--- src/rtl/audio_pkg.sv ---
// audio_pkg: constants and helpers shared by the audio output path.
//   SINGLE_DAC_WIDTH_DEF : bits per channel
//   DAC_DATA_WIDTH_DEF   : stereo word width {left, right}
//   BCLK_DIV_DEF         : clk cycles per bclk half-period
//   BIT_CNT_W            : width of the I2S bit-slot counter
//   lrclk_for_bit()      : word-select level for a given bit slot
package audio_pkg;

  localparam int SINGLE_DAC_WIDTH_DEF = 16;
  localparam int DAC_DATA_WIDTH_DEF   = 32;
  localparam int BCLK_DIV_DEF         = 4;
  localparam int BIT_CNT_W            = 5;

  typedef logic [BIT_CNT_W-1:0] bit_cnt_t;

  // Word select runs one slot ahead of the data (I2S delay): it goes high on
  // the last left bit and returns low on the last right bit.
  function automatic logic lrclk_for_bit(input bit_cnt_t bit_cnt,
                                         input int single_w,
                                         input int data_w);
    return (int'(bit_cnt) >= single_w - 1) && (int'(bit_cnt) <= data_w - 2);
  endfunction

endpackage

--- src/rtl/sample_fifo2.sv ---
// sample_fifo2: two-entry sample buffer between the distortion stage and the
// I2S shifter. Head data is presented combinationally so a pop can load the
// shifter in the same cycle.
//   clk, rst : clock, asynchronous active-high reset
//   push     : write wdata (ignored when full)
//   pop      : drop the head entry (ignored when empty)
//   wdata    : write data
//   rdata    : head entry
//   full     : two entries held
//   empty    : no entries held
module sample_fifo2 #(
  parameter int WIDTH = 32
) (
  input  logic             clk,
  input  logic             rst,
  input  logic             push,
  input  logic             pop,
  input  logic [WIDTH-1:0] wdata,
  output logic [WIDTH-1:0] rdata,
  output logic             full,
  output logic             empty
);

  logic [WIDTH-1:0] mem_q [2];
  logic             wr_ptr_q, wr_ptr_d;
  logic             rd_ptr_q, rd_ptr_d;
  logic [1:0]       count_q, count_d;
  logic             do_push, do_pop;

  always_comb begin
    do_push  = push && (count_q != 2'd2);
    do_pop   = pop && (count_q != 2'd0);
    wr_ptr_d = wr_ptr_q ^ do_push;
    rd_ptr_d = rd_ptr_q ^ do_pop;
    count_d  = count_q;
    case ({do_push, do_pop})
      2'b10:   count_d = count_q + 2'd1;
      2'b01:   count_d = count_q - 2'd1;
      default: count_d = count_q;
    endcase
  end

  always_ff @(posedge clk or posedge rst) begin
    if (rst) begin
      wr_ptr_q <= 1'b0;
      rd_ptr_q <= 1'b0;
      count_q  <= 2'd0;
    end else begin
      wr_ptr_q <= wr_ptr_d;
      rd_ptr_q <= rd_ptr_d;
      count_q  <= count_d;
    end
  end

  // Storage carries no reset; occupancy alone decides what is valid.
  always_ff @(posedge clk) begin
    if (do_push) begin
      mem_q[wr_ptr_q] <= wdata;
    end
  end

  assign rdata = mem_q[rd_ptr_q];
  assign full  = (count_q == 2'd2);
  assign empty = (count_q == 2'd0);

endmodule

--- src/rtl/i2s_dac_tx.sv ---
// i2s_dac_tx: buffers stereo samples and serialises them as I2S (MSB first,
// one-bclk word-select delay) towards an external DAC.
//   clk, rst   : system clock, asynchronous active-high reset
//   en         : transmitter enable; low parks the bus at 0
//   din        : stereo sample {left, right}
//   din_valid  : din presented this cycle
//   din_ready  : buffer has room
//   bclk       : I2S bit clock (clk / (2*BCLK_DIV))
//   lrclk      : word select, 0 = left, 1 = right
//   sdata      : serial data, changes on bclk falling edges
//   frame_load : one-clk pulse when a sample enters the shifter
//   underrun   : one-clk pulse when a frame starts with the buffer empty
module i2s_dac_tx
  import audio_pkg::*;
#(
  parameter int SINGLE_DAC_WIDTH = SINGLE_DAC_WIDTH_DEF,
  parameter int DAC_DATA_WIDTH   = DAC_DATA_WIDTH_DEF,
  parameter int BCLK_DIV         = BCLK_DIV_DEF
) (
  input  logic                      clk,
  input  logic                      rst,
  input  logic                      en,
  input  logic [DAC_DATA_WIDTH-1:0] din,
  input  logic                      din_valid,
  output logic                      din_ready,
  output logic                      bclk,
  output logic                      lrclk,
  output logic                      sdata,
  output logic                      frame_load,
  output logic                      underrun
);

  localparam int                    DIV_W    = (BCLK_DIV > 1) ? $clog2(BCLK_DIV) : 1;
  localparam logic [DIV_W-1:0]      DIV_LAST = DIV_W'(BCLK_DIV - 1);
  localparam bit_cnt_t              BIT_LAST = bit_cnt_t'(DAC_DATA_WIDTH - 1);

  logic [DIV_W-1:0]          div_q, div_d;
  logic                      bclk_q, bclk_d;
  logic                      lrclk_q, lrclk_d;
  logic                      sdata_q, sdata_d;
  logic                      frame_load_q, frame_load_d;
  logic                      underrun_q, underrun_d;
  bit_cnt_t                  bit_cnt_q, bit_cnt_d;
  logic [DAC_DATA_WIDTH-1:0] shift_q, shift_d;

  logic                      fall;
  logic                      fifo_push, fifo_pop;
  logic                      fifo_full, fifo_empty;
  logic [DAC_DATA_WIDTH-1:0] fifo_rdata;

  assign fifo_push = din_valid && !fifo_full;

  sample_fifo2 #(
    .WIDTH (DAC_DATA_WIDTH)
  ) u_fifo (
    .clk   (clk),
    .rst   (rst),
    .push  (fifo_push),
    .pop   (fifo_pop),
    .wdata (din),
    .rdata (fifo_rdata),
    .full  (fifo_full),
    .empty (fifo_empty)
  );

  always_comb begin
    div_d        = div_q;
    bclk_d       = bclk_q;
    lrclk_d      = lrclk_q;
    sdata_d      = sdata_q;
    bit_cnt_d    = bit_cnt_q;
    shift_d      = shift_q;
    frame_load_d = 1'b0;
    underrun_d   = 1'b0;
    fifo_pop     = 1'b0;
    fall         = 1'b0;

    if (!en) begin
      // Parked: bit_cnt sits at the last slot so the first fall event after
      // enable wraps and loads a fresh frame. Any half-sent frame is dropped.
      div_d     = '0;
      bclk_d    = 1'b0;
      lrclk_d   = 1'b0;
      sdata_d   = 1'b0;
      bit_cnt_d = BIT_LAST;
    end else begin
      if (div_q == DIV_LAST) begin
        div_d  = '0;
        bclk_d = ~bclk_q;
        fall   = bclk_q;
      end else begin
        div_d = div_q + DIV_W'(1);
      end

      if (fall) begin
        bit_cnt_d = bit_cnt_q + bit_cnt_t'(1);
        if (bit_cnt_q == BIT_LAST) begin
          fifo_pop     = !fifo_empty;
          frame_load_d = !fifo_empty;
          underrun_d   = fifo_empty;
          shift_d      = fifo_empty ? '0 : fifo_rdata;
        end else begin
          shift_d = shift_q << 1;
        end
        sdata_d = shift_d[DAC_DATA_WIDTH-1];
        lrclk_d = lrclk_for_bit(bit_cnt_d, SINGLE_DAC_WIDTH, DAC_DATA_WIDTH);
      end
    end
  end

  always_ff @(posedge clk or posedge rst) begin
    if (rst) begin
      div_q        <= '0;
      bclk_q       <= 1'b0;
      lrclk_q      <= 1'b0;
      sdata_q      <= 1'b0;
      frame_load_q <= 1'b0;
      underrun_q   <= 1'b0;
      bit_cnt_q    <= BIT_LAST;
      shift_q      <= '0;
    end else begin
      div_q        <= div_d;
      bclk_q       <= bclk_d;
      lrclk_q      <= lrclk_d;
      sdata_q      <= sdata_d;
      frame_load_q <= frame_load_d;
      underrun_q   <= underrun_d;
      bit_cnt_q    <= bit_cnt_d;
      shift_q      <= shift_d;
    end
  end

  assign din_ready  = !fifo_full;
  assign bclk       = bclk_q;
  assign lrclk      = lrclk_q;
  assign sdata      = sdata_q;
  assign frame_load = frame_load_q;
  assign underrun   = underrun_q;

endmodule

--- config.mk ---
export PLATFORM = sky130hd
export DESIGN_NAME = i2s_dac_tx
export DESIGN_NICKNAME = d
export VERILOG_FILES = /design/src/rtl/audio_pkg.sv /design/src/rtl/sample_fifo2.sv /design/src/rtl/i2s_dac_tx.sv
export SDC_FILE = /design/constraint.sdc
export NUM_CORES = 1
export LEC_CHECK = 0
export CAP_MARGIN = 20
export CORE_UTILIZATION = 51
export DETAILED_ROUTE_END_ITERATION = 10
export PLACE_DENSITY = 0.75
export SLEW_MARGIN = 0
export SYNTH_ARGS = -nofsm -noshare
export SYNTH_HDL_FRONTEND = slang
export SYNTH_SLANG_ARGS = --single-unit
--- constraint.sdc ---
create_clock -name clk -period 2.5 [get_ports clk]
set_clock_uncertainty 0.05 [all_clocks]
set_input_delay 0.5 -clock clk [delete_from_list [all_inputs] [get_ports clk]]
set_output_delay 0.5 -clock clk [all_outputs]
set_load 0.005 [all_outputs]
# Word level (Yosys, flattened, before mapping)
# Memories as Yosys holds them, arrays and structs flattened.
# Index checks and enable logic that the tools add are counted.
[classes]
n_mux = 23
bitwise = 3
reduce_logical = 10
eq_ne = 8
n_addsub = 4
order_cmp = 2
[ops]
columns = ["op", "n"]
rows = [
  ["32-bit two-way mux", 2],
  ["1-bit two-way mux", 16],
  ["5-bit two-way mux", 2],
  ["2-bit == test (second input constant)", 3],
  ["5-bit by 1-bit adder with 5-bit output (second input constant)", 1],
  ["5-bit == test (second input constant)", 1],
  ["5-bit by 4-bit greater-or-equal comparator with 1-bit output (second input constant)", 1],
  ["5-bit <= comparator (second input constant)", 1],
  ["2-bit by 1-bit adder with 2-bit output (second input constant)", 2],
  ["1-bit logical AND", 4],
  ["2-bit two-way mux", 2],
  ["2-bit by 1-bit inequality test with 1-bit output (second input constant)", 2],
  ["2-bit one-hot mux with 2 select lines", 1],
  ["2-bit nonzero test", 2],
  ["2-bit by 1-bit == test with 1-bit output (second input constant)", 1],
  ["1-bit logical NOT", 2],
  ["2-bit logical NOT", 1],
  ["2-bit inequality test (second input constant)", 1],
  ["2-bit AND reduction", 1],
  ["2-bit by 1-bit subtractor with 2-bit output (second input constant)", 1],
  ["1-bit XOR", 2],
  ["1-bit inverter", 1],
]
[word_totals]
reg_bits = 47
in_bits = 36
memories = 1
ram_bits = 64
[memory_table]
columns = ["name", "words", "word_bits", "rd", "rd_ports_with_merged_regs", "wr", "line", "rtl"]
rows = [
  ["u_fifo.mem_q", 2, 32, 1, 0, 1, "sample_fifo2.sv:24", "logic [WIDTH-1:0] mem_q [2];"],
]

# Logic depth before layout (Yosys ltp)
[depth]
depth_word = 8
mapped_depth = 12
ltp_nobuf = 10

# By module
# A second synthesis with hierarchy kept.
[hier_totals]
cells_unflattened = 327
hier_area_um2 = 4820.9
[by_module_without_submodules]
columns = ["mod", "n_inst", "area_each_um2", "seq_area_each_um2", "cells_per_inst"]
rows = [
  ["sample_fifo2", 1, 2680.1, 2021.9, 121],
  ["i2s_dac_tx", 1, 2140.8, 1082.3, 206],
]

# Worst setup path before layout
# OpenSTA, ideal clock, no wires.
[synth_timing]
path_type = "reg-to-reg"
start = "register bit_cnt_q[0]"
end = "register u_fifo.count_q[1]"
stages_incl_launch_ff = 12
path_buffers = 2
slack_ns = 0.075
setup_ns = 0.079
t_arrival_ns = 2.296
path_cell_list = "dfstp_2 -> ha_1 -> and3_1 -> ha_1 -> nand4_1 -> or2_1 -> buf_2 -> buf_2 -> inv_1 -> ha_1 -> nor2_1 -> xor2_1"
[synth_via]
elab_chain_cells = 7
elab_cells_between_ends = 9
classes_between = "eq/ne: 3; mux: 4; reduce/logical: 2"
[synth_lines]
columns = ["item", "line", "rtl"]
rows = [
  ["start: declaration", "i2s_dac_tx.sv:43", "bit_cnt_t bit_cnt_q, bit_cnt_d;"],
  ["start signal: assignment", "i2s_dac_tx.sv:128", "bit_cnt_q <= bit_cnt_d;"],
  ["5-bit == test *", "i2s_dac_tx.sv:97", "if (bit_cnt_q == BIT_LAST) begin"],
  ["1-bit two-way mux *", "i2s_dac_tx.sv:97", ""],
  ["1-bit two-way mux *", "i2s_dac_tx.sv:95", "if (fall) begin"],
  ["1-bit two-way mux *", "i2s_dac_tx.sv:78", "if (!en) begin"],
  ["1-bit logical AND *", "sample_fifo2.sv:32", "do_pop = pop && (count_q != 2'd0);"],
  ["2-bit by 1-bit == test with 1-bit output / 2-bit == test (equally long branches)", "sample_fifo2.sv:36", "case ({do_push, do_pop})"],
  ["2-bit one-hot mux with 2 select lines / 2-bit nonzero test (equally long branches)", "n/a", ""],
  ["end signal: assignment", "sample_fifo2.sv:51", "count_q <= count_d;"],
  ["end: declaration", "sample_fifo2.sv:27", "logic [1:0] count_q, count_d;"],
]
# Mark *: on every way between the ends. The rest lies on a longest branch, timed or not.
# A chain may end at the register's enable or synchronous reset.

# Final worst setup path
# Same ends and word-level chain as after synthesis.

==> summary.json <==
{
  "timing": {
    "worst_margin_slew_ps": 445,
    "crit_path_setup_slack_layout_ps": 222,
    "maxClockFrequency_mhz": 439,
    "timing.final.hold_violations": 0,
    "finalCritPeriodShare_pct": 91.1,
    "final_period_minus_worst_setup_slack_ps": 2280,
    "timing.final.max_slew_violations": 0,
    "final-setup-viol-count": 0,
    "final.setup.tns_ps": 0,
    "timing.slew.headroom_pct": 70.3,
    "rsz0062_at_grt": "false",
    "whs_ps": 395
  },
  "final_layout": {
    "final_core_utilization_pct": 62.7,
    "total_inserted_antenna_cells": 0,
    "areaGrowthSynthToFinish_pct": 16.8,
    "nNetsFinal": 402,
    "drive_above_1_share_pct": 9.64,
    "final_cell_area_mm2": 0.00523
  },
  "pwr": {
    "p_per_area_mw_per_mm2": 788,
    "total_leakage_power_nw": 1.93,
    "max_ir_drop_vdd_v": 0.000492
  },
  "outcome": {
    "result_of_the_run": "completed"
  },
  "synth": {
    "ys_async_rst_share_pct": 42.3,
    "yosys-top-cells-area": "edfxtp_1 43%, dfrtp_1 23%, mux2i_1 7.2%",
    "ys_ff_latch": 111,
    "number_of_cells_produced_by_synthesis": 317,
    "synth_area_mm2": 0.00448,
    "synth_cell_type_count": 33,
    "ys_warn_count": 0,
    "synth.most_common_cell": "edfxtp_1",
    "synth_enable_flop_cells": 64,
    "synth-main-ff-cell": "edfxtp_1",
    "synth.avg_cell_area_um2": 14.1,
    "synth_common_cells": "64 x edfxtp_1, 42 x dfrtp_1, 33 x a21oi_1",
    "share_of_synthesized_area_occupied_by_flip_flops_and_latches_pct": 69.3,
    "synth.net_count": 361,
    "leading_area_contributor_after_synthesis": "edfxtp_1",
    "synth_top_area_share_pct": 42.9
  },
  "floorplan": {
    "die_height_um": 95.7,
    "die-area_mm2": 0.00916,
    "std_cell_rows": 33,
    "placeableCoreArea_mm2": 0.00834,
    "die-width_um": 95.7,
    "floorplan.initialDensity_pct": 53.7,
    "io_pins": 42
  },
  "grt": {
    "initial_antenna_violation_count": 0,
    "grt_pass1_wl_mm": 11.5,
    "grt.total_usage_pct": 17.0,
    "grt_overflow": 0,
    "first_global_vias": 2490,
    "largest_net_degree_at_the_start_of_global_routing": 35
  },
  "placement": {
    "place.gp.congestion": 0.790,
    "dpl_cell_area_mm2": 0.00503,
    "dp_hpwl_mm": 4.46,
    "portBuffers": 41,
    "placement.setup.worst_slack_ps": 235
  },
  "cts": {
    "htree_num_levels": 3,
    "postCtsSetupBuffers": 0,
    "cts_root_buf": "clkbuf_8",
    "clock_path_buffers": 2,
    "clkTransAtPathRegs_ps": 100,
    "postCtsResizedCells": 0,
    "cts-buffers-inserted": 9,
    "cts_hold_buf": 0,
    "worst_skew_pair.late_latency_ps": 360,
    "cts_sinks": 111,
    "tritoncts": "done"
  },
  "setup_path": {
    "timing.setup.critical_path_class": "reg2reg",
    "critPathRequiredTime_ps": 2740,
    "r2r_start": "bit_cnt_q[0]$_DFFE_PP1P_",
    "worstSetupStartpoint": "bit_cnt_q[0]$_DFFE_PP1P_",
    "worst-endpoint-arrival_ps": 2520,
    "cp-end-kind": "register",
    "path_max_fanout": 6,
    "startpoint_type": "register"
  },
  "route": {
    "detail_route.drc_violations": 0,
    "avgRoutedWirePerCell_um": 15.1,
    "routed-wl-met2_mm": 3.62,
    "drt_pre_antenna_iters": 5,
    "wl_met1_mm": 3.09,
    "finalWirelength_mm": 7.04,
    "met3_length_um": 262,
    "vias_per_cell": 5.38,
    "detailroute.via_count": 2519,
    "detail_route.iter0.violations": 71,
    "antenna_left": 0,
    "top_layer": "met4"
  },
  "flow_run": {
    "cap_viol_max_count": 0
  },
  "hold_path": {
    "min-delay-path-class": "in2async"
  }
}
-- worst max-delay path: stages, from the launching register on --
cell and delay, ps:
dfstp_2 590, ha_1 240, and3_1 170, ha_1 160, nand4_1 120, or2_1 260, inv_1 70, ha_1 250
nor2_1 140, xor2_1 160
-- state kept, by name, indices dropped and copies added (netlist names), 2 cells and up --
name	count
div_q	2
bit_cnt_q	5
shift_q	31
u_fifo.mem_q	64
u_fifo.count_q	2
-- routing by layer --
layer  global-route usage [%]  vias up
met5                        0        -
met4                     5.60        0
met3                     4.27       10
met2                     29.8       46
met1                     20.4     1224
li1                         -     1239
-- report_power, final --
part / switching, mW / internal, mW / total, mW
Combinational: 0.339 / 0.289 / 0.629
Sequential: 0.119 / 2.30 / 2.42
Clock: 0.592 / 0.481 / 1.07
Total: 1.05 / 3.07 / 4.12
-- kinds of logic after synthesis --
group / after synthesis / synth area share (%)
AO/OA/AOI/OAI: 70 / 8.19
XOR/XNOR: 7 / 1.37
adder cells (fa/ha/maj): 8 / 2.24
buffers and inverters: 29 / 3.07
flip-flops: 111 / 69.3
multiplexers: 33 / 7.49
AND/OR/NAND/NOR: 59 / 8.33
-- cell type report --
class                      instances  area (um^2)
fill                             644         3110
sequential                       111         3110
multi-input combinational        177         1240
timing repair buffer              50          515
tap                              105          131
clock buffer                      10          128
clock inverter                     6         77.6
inverter                           9         33.8
-- stage by stage --
step | instances | power [mW]
global route | 468 | 4.33
global placement | 452 | 3.08
finish | 468 | 4.12
floorplan | 317 | 2.84
detailed placement | 452 | 3.11
CTS | 468 | 4.18
-- final timing paths --
| check | to | slack [ps] | cells after the start |
|---|---|---|---|
| worst min-delay path | shift_q[6]$_DFFE_PP0P_ | 390 | 2 |
| worst min register to register | div_q[0]$_DFF_PP0_ | 410 | 1 |
| max in group asynchronous | bit_cnt_q[0]$_DFFE_PP1P_ | 1440 | 3 |
| min in group clk | div_q[0]$_DFF_PP0_ | 410 | 1 |
| worst max-delay path | u_fifo.count_q[1]$_DFFE_PP0P_ | 220 | 9 |
| worst max register to register | u_fifo.count_q[1]$_DFFE_PP0P_ | 220 | 9 |
-- cell usage in the layout, fill, tap and decap left out, types with 4 or more instances in the layout --
master	netlist	final
a21oi_1	33	33
buf_4	2	6
clkbuf_8	0	9
clkdlybuf4s50_1	0	41
dfrtp_1	42	41
dfstp_2	5	5
edfxtp_1	64	64
ha_1	8	8
inv_1	9	8
mux2i_1	32	32
nand2_1	7	7
nand3_1	7	6
nor2_1	4	4
nor3b_1	31	31
o21ai_0	10	10
o21ai_1	22	22
xnor2_1	5	5
No activity file was read; power rests on OpenSTA's default activity.
